--- config.mk ---
export PLATFORM = sky130hd
export DESIGN_NAME = victory_overlay
export DESIGN_NICKNAME = d
export VERILOG_FILES = /design/src/rtl/victory_pkg.sv /design/src/rtl/victory_fade_timer.sv /design/src/rtl/victory_overlay.sv
export SDC_FILE = /design/constraint.sdc
export NUM_CORES = 1
export LEC_CHECK = 0
export BUFFER_PORTS_ARGS = -buffer_cell sky130_fd_sc_hd__buf_2
export CAP_MARGIN = 20
export CORE_ASPECT_RATIO = 1.25
export CORE_MARGIN = 2
export CORE_UTILIZATION = 49
export DETAILED_ROUTE_END_ITERATION = 7
export GPL_ROUTABILITY_DRIVEN = 0
export PLACE_DENSITY = 0.78
export REMOVE_ABC_BUFFERS = 1
export SLEW_MARGIN = 15
export SYNTH_ARGS = -nofsm -noshare
export SYNTH_HDL_FRONTEND = slang
export SYNTH_SLANG_ARGS = --single-unit
--- constraint.sdc ---
create_clock -name clk -period 2.05 [get_ports clk]
set_clock_uncertainty 0.1 [all_clocks]
set_input_delay 0 -clock clk [delete_from_list [all_inputs] [get_ports clk]]
set_output_delay 0 -clock clk [all_outputs]
set_load 0.02 [all_outputs]
--- src/rtl/victory_pkg.sv ---
`default_nettype none
// ============================================================================
// Module   : victory_pkg
// Brief    : Shared states, RGB332 field layout and helpers for the victory
//            overlay.
// Revision : 1.0 - initial release
// ============================================================================
package victory_pkg;

    typedef logic [1:0] state_t;

    localparam state_t c_st_idle   = 2'd0;
    localparam state_t c_st_reveal = 2'd1;
    localparam state_t c_st_hold   = 2'd2;

    localparam int c_r_msb = 7;
    localparam int c_r_lsb = 5;
    localparam int c_g_msb = 4;
    localparam int c_g_lsb = 2;
    localparam int c_b_msb = 1;
    localparam int c_b_lsb = 0;

    localparam logic [1:0] c_dim_max = 2'd3;

    function automatic int player_width(input int num_players);
        return (num_players <= 2) ? 1 : $clog2(num_players);
    endfunction

    function automatic int rom_addr_width(input int num_players, input int img_bits);
        return player_width(num_players) + 2 * img_bits;
    endfunction

    // Blue has only two bits, so its shift saturates at 2.
    function automatic logic [7:0] dim_shift(input logic [7:0] pix, input logic [1:0] dim);
        logic [2:0] w_r;
        logic [2:0] w_g;
        logic [1:0] w_b;
        logic [1:0] w_bs;
        w_bs = (dim > 2'd2) ? 2'd2 : dim;
        w_r  = pix[c_r_msb:c_r_lsb] >> dim;
        w_g  = pix[c_g_msb:c_g_lsb] >> dim;
        w_b  = pix[c_b_msb:c_b_lsb] >> w_bs;
        return {w_r, w_g, w_b};
    endfunction

endpackage
`default_nettype wire

--- src/rtl/victory_fade_timer.sv ---
`default_nettype none
// ============================================================================
// Module   : victory_fade_timer
// Brief    : Detects the start of each frame and emits a step pulse every
//            FADE_FRAMES frames while enabled.
// Revision : 1.0 - initial release
// ============================================================================
module victory_fade_timer #(
    parameter int FADE_FRAMES = 8
) (
    input  logic       clk,
    input  logic       rst,
    input  logic [9:0] i_pixel_row,
    input  logic [9:0] i_pixel_column,
    input  logic       i_enable,
    input  logic       i_clear,
    output logic       o_step
);

    localparam int c_cnt_w    = (FADE_FRAMES <= 1) ? 1 : $clog2(FADE_FRAMES);
    localparam int c_last_int = FADE_FRAMES - 1;
    localparam logic [c_cnt_w-1:0] c_cnt_last = c_last_int[c_cnt_w-1:0];

    logic               w_at_origin;
    logic               r_at_origin;
    logic               w_tick;
    logic [c_cnt_w-1:0] r_cnt;

    // Edge-detect the origin so a stalled raster still yields one tick per frame.
    assign w_at_origin = (i_pixel_row == 10'd0) && (i_pixel_column == 10'd0);
    assign w_tick      = w_at_origin && !r_at_origin;
    assign o_step      = i_enable && w_tick && (r_cnt == c_cnt_last);

    always_ff @(posedge clk or posedge rst) begin
        if (rst) begin
            r_at_origin <= 1'b0;
            r_cnt       <= '0;
        end else begin
            r_at_origin <= w_at_origin;
            if (i_clear) begin
                r_cnt <= '0;
            end else if (i_enable && w_tick) begin
                r_cnt <= (r_cnt == c_cnt_last) ? '0 : r_cnt + 1'b1;
            end
        end
    end

endmodule
`default_nettype wire

--- src/rtl/victory_overlay.sv ---
`default_nettype none
// ============================================================================
// Module   : victory_overlay
// Brief    : Latches the winner, maps the raster onto the scaled winner image
//            and fades it in over a fixed number of frames.
// Revision : 1.0 - initial release
// ============================================================================
module victory_overlay
    import victory_pkg::*;
#(
    parameter int         NUM_PLAYERS = 2,
    parameter int         IMG_BITS    = 7,
    parameter int         SCALE_SHIFT = 2,
    parameter int         FADE_FRAMES = 8,
    parameter logic [7:0] BG_COLOR    = 8'h00
) (
    input  logic                                          clk,
    input  logic                                          reset,
    input  logic                                          winner_valid,
    input  logic [player_width(NUM_PLAYERS)-1:0]          winner_id,
    input  logic                                          game_restart,
    input  logic [9:0]                                    pixel_row,
    input  logic [9:0]                                    pixel_column,
    output logic [rom_addr_width(NUM_PLAYERS, IMG_BITS)-1:0] rom_addr,
    input  logic [7:0]                                    rom_data,
    output logic [7:0]                                    data_out_v_s,
    output logic                                          dis_victory_screen
);

    localparam int c_pw       = player_width(NUM_PLAYERS);
    localparam int c_side_int = 1 << IMG_BITS;
    localparam logic [10:0]   c_img_side     = c_side_int[10:0];
    localparam logic [c_pw:0] c_num_players  = NUM_PLAYERS[c_pw:0];

    state_t            r_state;
    logic [1:0]        r_dim;
    logic [c_pw-1:0]   r_player;
    logic              w_id_ok;
    logic              w_accept;
    logic              w_step;
    logic [9:0]        w_vr;
    logic [9:0]        w_vc;
    logic              w_in_window;
    logic              r_win1;
    logic              r_win2;
    logic [1:0]        r_dim1;
    logic [1:0]        r_dim2;
    logic              r_dis1;
    logic              r_dis2;

    assign w_id_ok  = ({1'b0, winner_id} < c_num_players);
    assign w_accept = (r_state == c_st_idle) && winner_valid && w_id_ok && !game_restart;

    victory_fade_timer #(
        .FADE_FRAMES (FADE_FRAMES)
    ) u_fade_timer (
        .clk            (clk),
        .rst            (reset),
        .i_pixel_row    (pixel_row),
        .i_pixel_column (pixel_column),
        .i_enable       (r_state == c_st_reveal),
        .i_clear        (w_accept || game_restart),
        .o_step         (w_step)
    );

    // Restart wins over everything, including a same-cycle winner.
    always_ff @(posedge clk or posedge reset) begin
        if (reset) begin
            r_state  <= c_st_idle;
            r_dim    <= c_dim_max;
            r_player <= '0;
        end else if (game_restart) begin
            r_state <= c_st_idle;
            r_dim   <= c_dim_max;
        end else begin
            case (r_state)
                c_st_idle: begin
                    if (w_accept) begin
                        r_player <= winner_id;
                        r_dim    <= c_dim_max;
                        r_state  <= c_st_reveal;
                    end
                end
                c_st_reveal: begin
                    if (w_step) begin
                        r_dim <= r_dim - 2'd1;
                        if (r_dim == 2'd1) begin
                            r_state <= c_st_hold;
                        end
                    end
                end
                c_st_hold: begin
                    r_dim <= 2'd0;
                end
                default: begin
                    r_state <= c_st_idle;
                end
            endcase
        end
    end

    assign w_vr        = pixel_row >> SCALE_SHIFT;
    assign w_vc        = pixel_column >> SCALE_SHIFT;
    assign w_in_window = ({1'b0, w_vr} < c_img_side) && ({1'b0, w_vc} < c_img_side);

    // Window, dim and enable travel two stages to line up with the ROM word.
    always_ff @(posedge clk or posedge reset) begin
        if (reset) begin
            rom_addr           <= '0;
            r_win1             <= 1'b0;
            r_win2             <= 1'b0;
            r_dim1             <= 2'd0;
            r_dim2             <= 2'd0;
            r_dis1             <= 1'b0;
            r_dis2             <= 1'b0;
            data_out_v_s       <= 8'h00;
            dis_victory_screen <= 1'b0;
        end else begin
            rom_addr           <= {r_player, w_vr[IMG_BITS-1:0], w_vc[IMG_BITS-1:0]};
            r_win1             <= w_in_window;
            r_dim1             <= r_dim;
            r_dis1             <= (r_state != c_st_idle);
            r_win2             <= r_win1;
            r_dim2             <= r_dim1;
            r_dis2             <= r_dis1;
            data_out_v_s       <= (r_dis2 && r_win2) ? dim_shift(rom_data, r_dim2) : BG_COLOR;
            dis_victory_screen <= r_dis2;
        end
    end

endmodule
`default_nettype wire

==> key figures <==
STA
  – Worst-Margin Slew: 625.3 ps
  – Final Max Tran Viols: 0
  – Final hold violations: 0
  – RSZ-0062 raised after global routing: false
  – FMAX: 505.6 MHz
  – Min Tclk post-route: 1978 ps
  – Final period util: 96.48%
  – Slew headroom: 57.93%
  – Number of setup violations in the final report: 0
  – Setup TNS: 0 ps

Job
  – Max_cap viols: 0

Pwr
  – Power Dens Cells: 769.6 nW/um^2
  – Final Total Pwr: 1.851 mW
  – Leak Pwr: 1.195 nW
  – Peak supply drop: 966.3 uV

Drt
  – Via count: 1,403
  – WL final: 4087 um
  – Drt pass-1 iters: 5
  – Vias per Instance: 5.335
  – Post-detailed-route count of antenna-violating nets: 0
  – Initial drt markers: 70
  – # DRC: 0
  – WL/cell: 15.54 um

Finish
  – Commonest non-fill, non-tap cell in the layout: buf_2
  – Antenna diode count: 0
  – NumNets Final: 265
  – Area growth syn-to-layout: 46.38%
  – Most frequent cells in the layout: 56 x buf_2, 39 x dfrtp_1, 31 x dlygate4sd3_1
  – Share of cells above drive strength 1: 33.63%

Placed design
  – Post-DP HPWL: 2463 um
  – Number of port buffers: 56

Clock network
  – Total CTS buffers: 5
  – Clk_lat worst skew: 290 ps
  – CTS sink count: 41
  – Clock root cell: clkbuf_8
  – H-Tree Depth: 2
  – Maximum clock path buffer count: 2
  – CTS tree: done
  – Clock slew at reported path FFs: 80 ps

Critical path
  – CP Max Fanout: 3
  – Top cell by count, worst path: dlygate4sd3_1
  – Worst Setup Path Type: primary input to register
  – CP Capture Type: register
  – Critical path arrival: 2100 ps
  – Worst Setup Start Kind: primary input
  – CP max stage cell: dlygate4sd3_1
  – Crit path cell chain: dlygate4sd3_1 > buf_2 > nor4_1 > nand4_1 > dlygate4sd3_1 > nor2_1
  – Req. time, crit path: 2170 ps
  – CP max stage delay: 640 ps

Outcome
  – Outcome: finished clean

Logic synthesis
  – Post-Syn Area: 1643 um^2
  – Mapped Avg Cell Area: 12.45 um^2
  – Post-Syn Instances: 132
  – Sequential share of the synthesized area: 62.60%
  – Yosys cell types: 30
  – Synth warnings: 0
  – Yosys reg bits: 41

Floorplanning
  – Initial Util: 51.43%
  – # rows: 23
  – Die width: 55.79 um
  – Core ar.: 3194 um^2
  – Die Span Y: 68.74 um
  – Die area: 3835 um^2
  – I/O pin count: 57

Global routing
  – Initial antenna violation count: 0
  – Tot GR Track Use: 23.22%
  – First-pass GRT wire length: 6679 um
  – Gr ovfl total: 0
  – Largest net degree at the start of global routing: 42
  – Vias in the first global route: 1,423

Worst hold path
  – HP Class: primary input to register
final timing paths:
kind,startpoint,to,slack [ps],cells after the start
max,pixel_column[3],u_fade_timer.r_at_origin,70,6
min,winner_valid,u_fade_timer.r_cnt[2],70,4
max reg2reg,r_state[1],r_dim[0],320,6
min reg2reg,r_win1,r_win2,250,0
max in group asynchronous,reset,r_dim[0],1210,4
min in group asynchronous,reset,rom_addr[4],270,4
logic make-up (layout without fill, tap and decap cells):
kind of cell / after synthesis / in the layout / synth area share, %
buffers and inverters: 8 / 102 / 1.903
AND/OR/NAND/NOR: 52 / 52 / 17.97
flip-flops: 41 / 41 / 62.60
multiplexers: 12 / 12 / 7.464
adder cells (fa/ha/maj): 7 / 7 / 5.331
AO/OA/AOI/OAI: 12 / 12 / 4.722
critical path: cells and delay by family:
family / cells / cell delay, ps
buffers and inverters: 3 / 1310
and+or+nand+nor: 3 / 800
cell usage after synthesis:
library cell / instances / area, um^2
a2111oi_0: 1 / 8.760
a2111oi_1: 1 / 10.01
a211o_1: 1 / 8.760
a21oi_1: 5 / 25.02
a31oi_1: 2 / 12.51
and2_1: 3 / 18.77
and4_4: 1 / 11.26
buf_2: 1 / 5.000
clkbuf_1: 1 / 3.750
dfrtp_1: 39 / 975.9
dfstp_2: 2 / 52.55
ha_1: 7 / 87.58
inv_1: 6 / 22.52
mux2_2: 2 / 22.52
mux2i_1: 10 / 100.1
nand2_1: 8 / 30.03
nand2b_1: 3 / 18.77
nand3_1: 1 / 5.000
nand3_4: 1 / 17.52
nand3b_1: 3 / 22.52
nand4_1: 1 / 6.260
nor2_1: 13 / 48.80
nor2_4: 1 / 11.26
nor2b_1: 3 / 18.77
nor3_1: 5 / 25.02
nor4_1: 7 / 43.79
o21ai_0: 1 / 5.000
o21bai_1: 1 / 7.510
or2_2: 1 / 6.260
or4_4: 1 / 11.26
timing repair:
| item | CTS | global route |
|---|---|---|
| hold buffers | 31 | 0 |
| endpoints found under the hold margin | 67 | 0 |
| resized for setup | 0 | 3 |
| endpoints found under the setup margin | 0 | 1 |
| setup buffers | 0 | 0 |
state kept, by name, summed over array words and instances, names as in the netlist, 2 cells and up:
name	flops
rom_addr	15
r_dim	2
data_out_v_s	8
r_state	2
r_dim2	2
r_dim1	2
u_fade_timer.r_cnt	3
per-stage QoR:
step | instance area, um^2 | hold WS (ps) | setup slack (ps) | cells | utilization [%]
detailed placement | 1968 | 25.08 | 365.6 | 224 | 61.61
finish | 2405 | 67.38 | 72.07 | 263 | 75.28
floorplan | 1634 | -68.57 | 483.0 | 130 | -
global route | 2405 | 105.0 | 13.85 | 263 | 75.28
CTS | 2386 | 60.73 | 131.8 | 263 | 74.70
global placement | 1968 | 22.51 | 435.2 | 224 | 61.61
metal layers:
layer  global-route usage, %  wire (um)  vias to the layer above
li1                        -          -                      645
met1                   25.31       1561                      685
met4                   10.37         98                        0
met2                   43.60       2184                       62
met5                       0          0                        -
met3                   5.410        242                       11
report_power, final:
part / leakage [nW] / switching [mW] / internal [mW]
clock: 0.0552 / 0.265 / 0.361
sequential: 0.502 / 0.0208 / 0.866
combinational: 0.638 / 0.189 / 0.149
final cells by class:
type	count	area (um^2)
flip-flops and latches	41	1028
fillers	195	789.5
multi-input cells	83	601.8
repair buffers	88	598.1
clock buffers	6	72.57
well taps	37	46.29
clock inverters	2	35.03
inverters	6	22.52
Power figures use the tool's default switching activity.
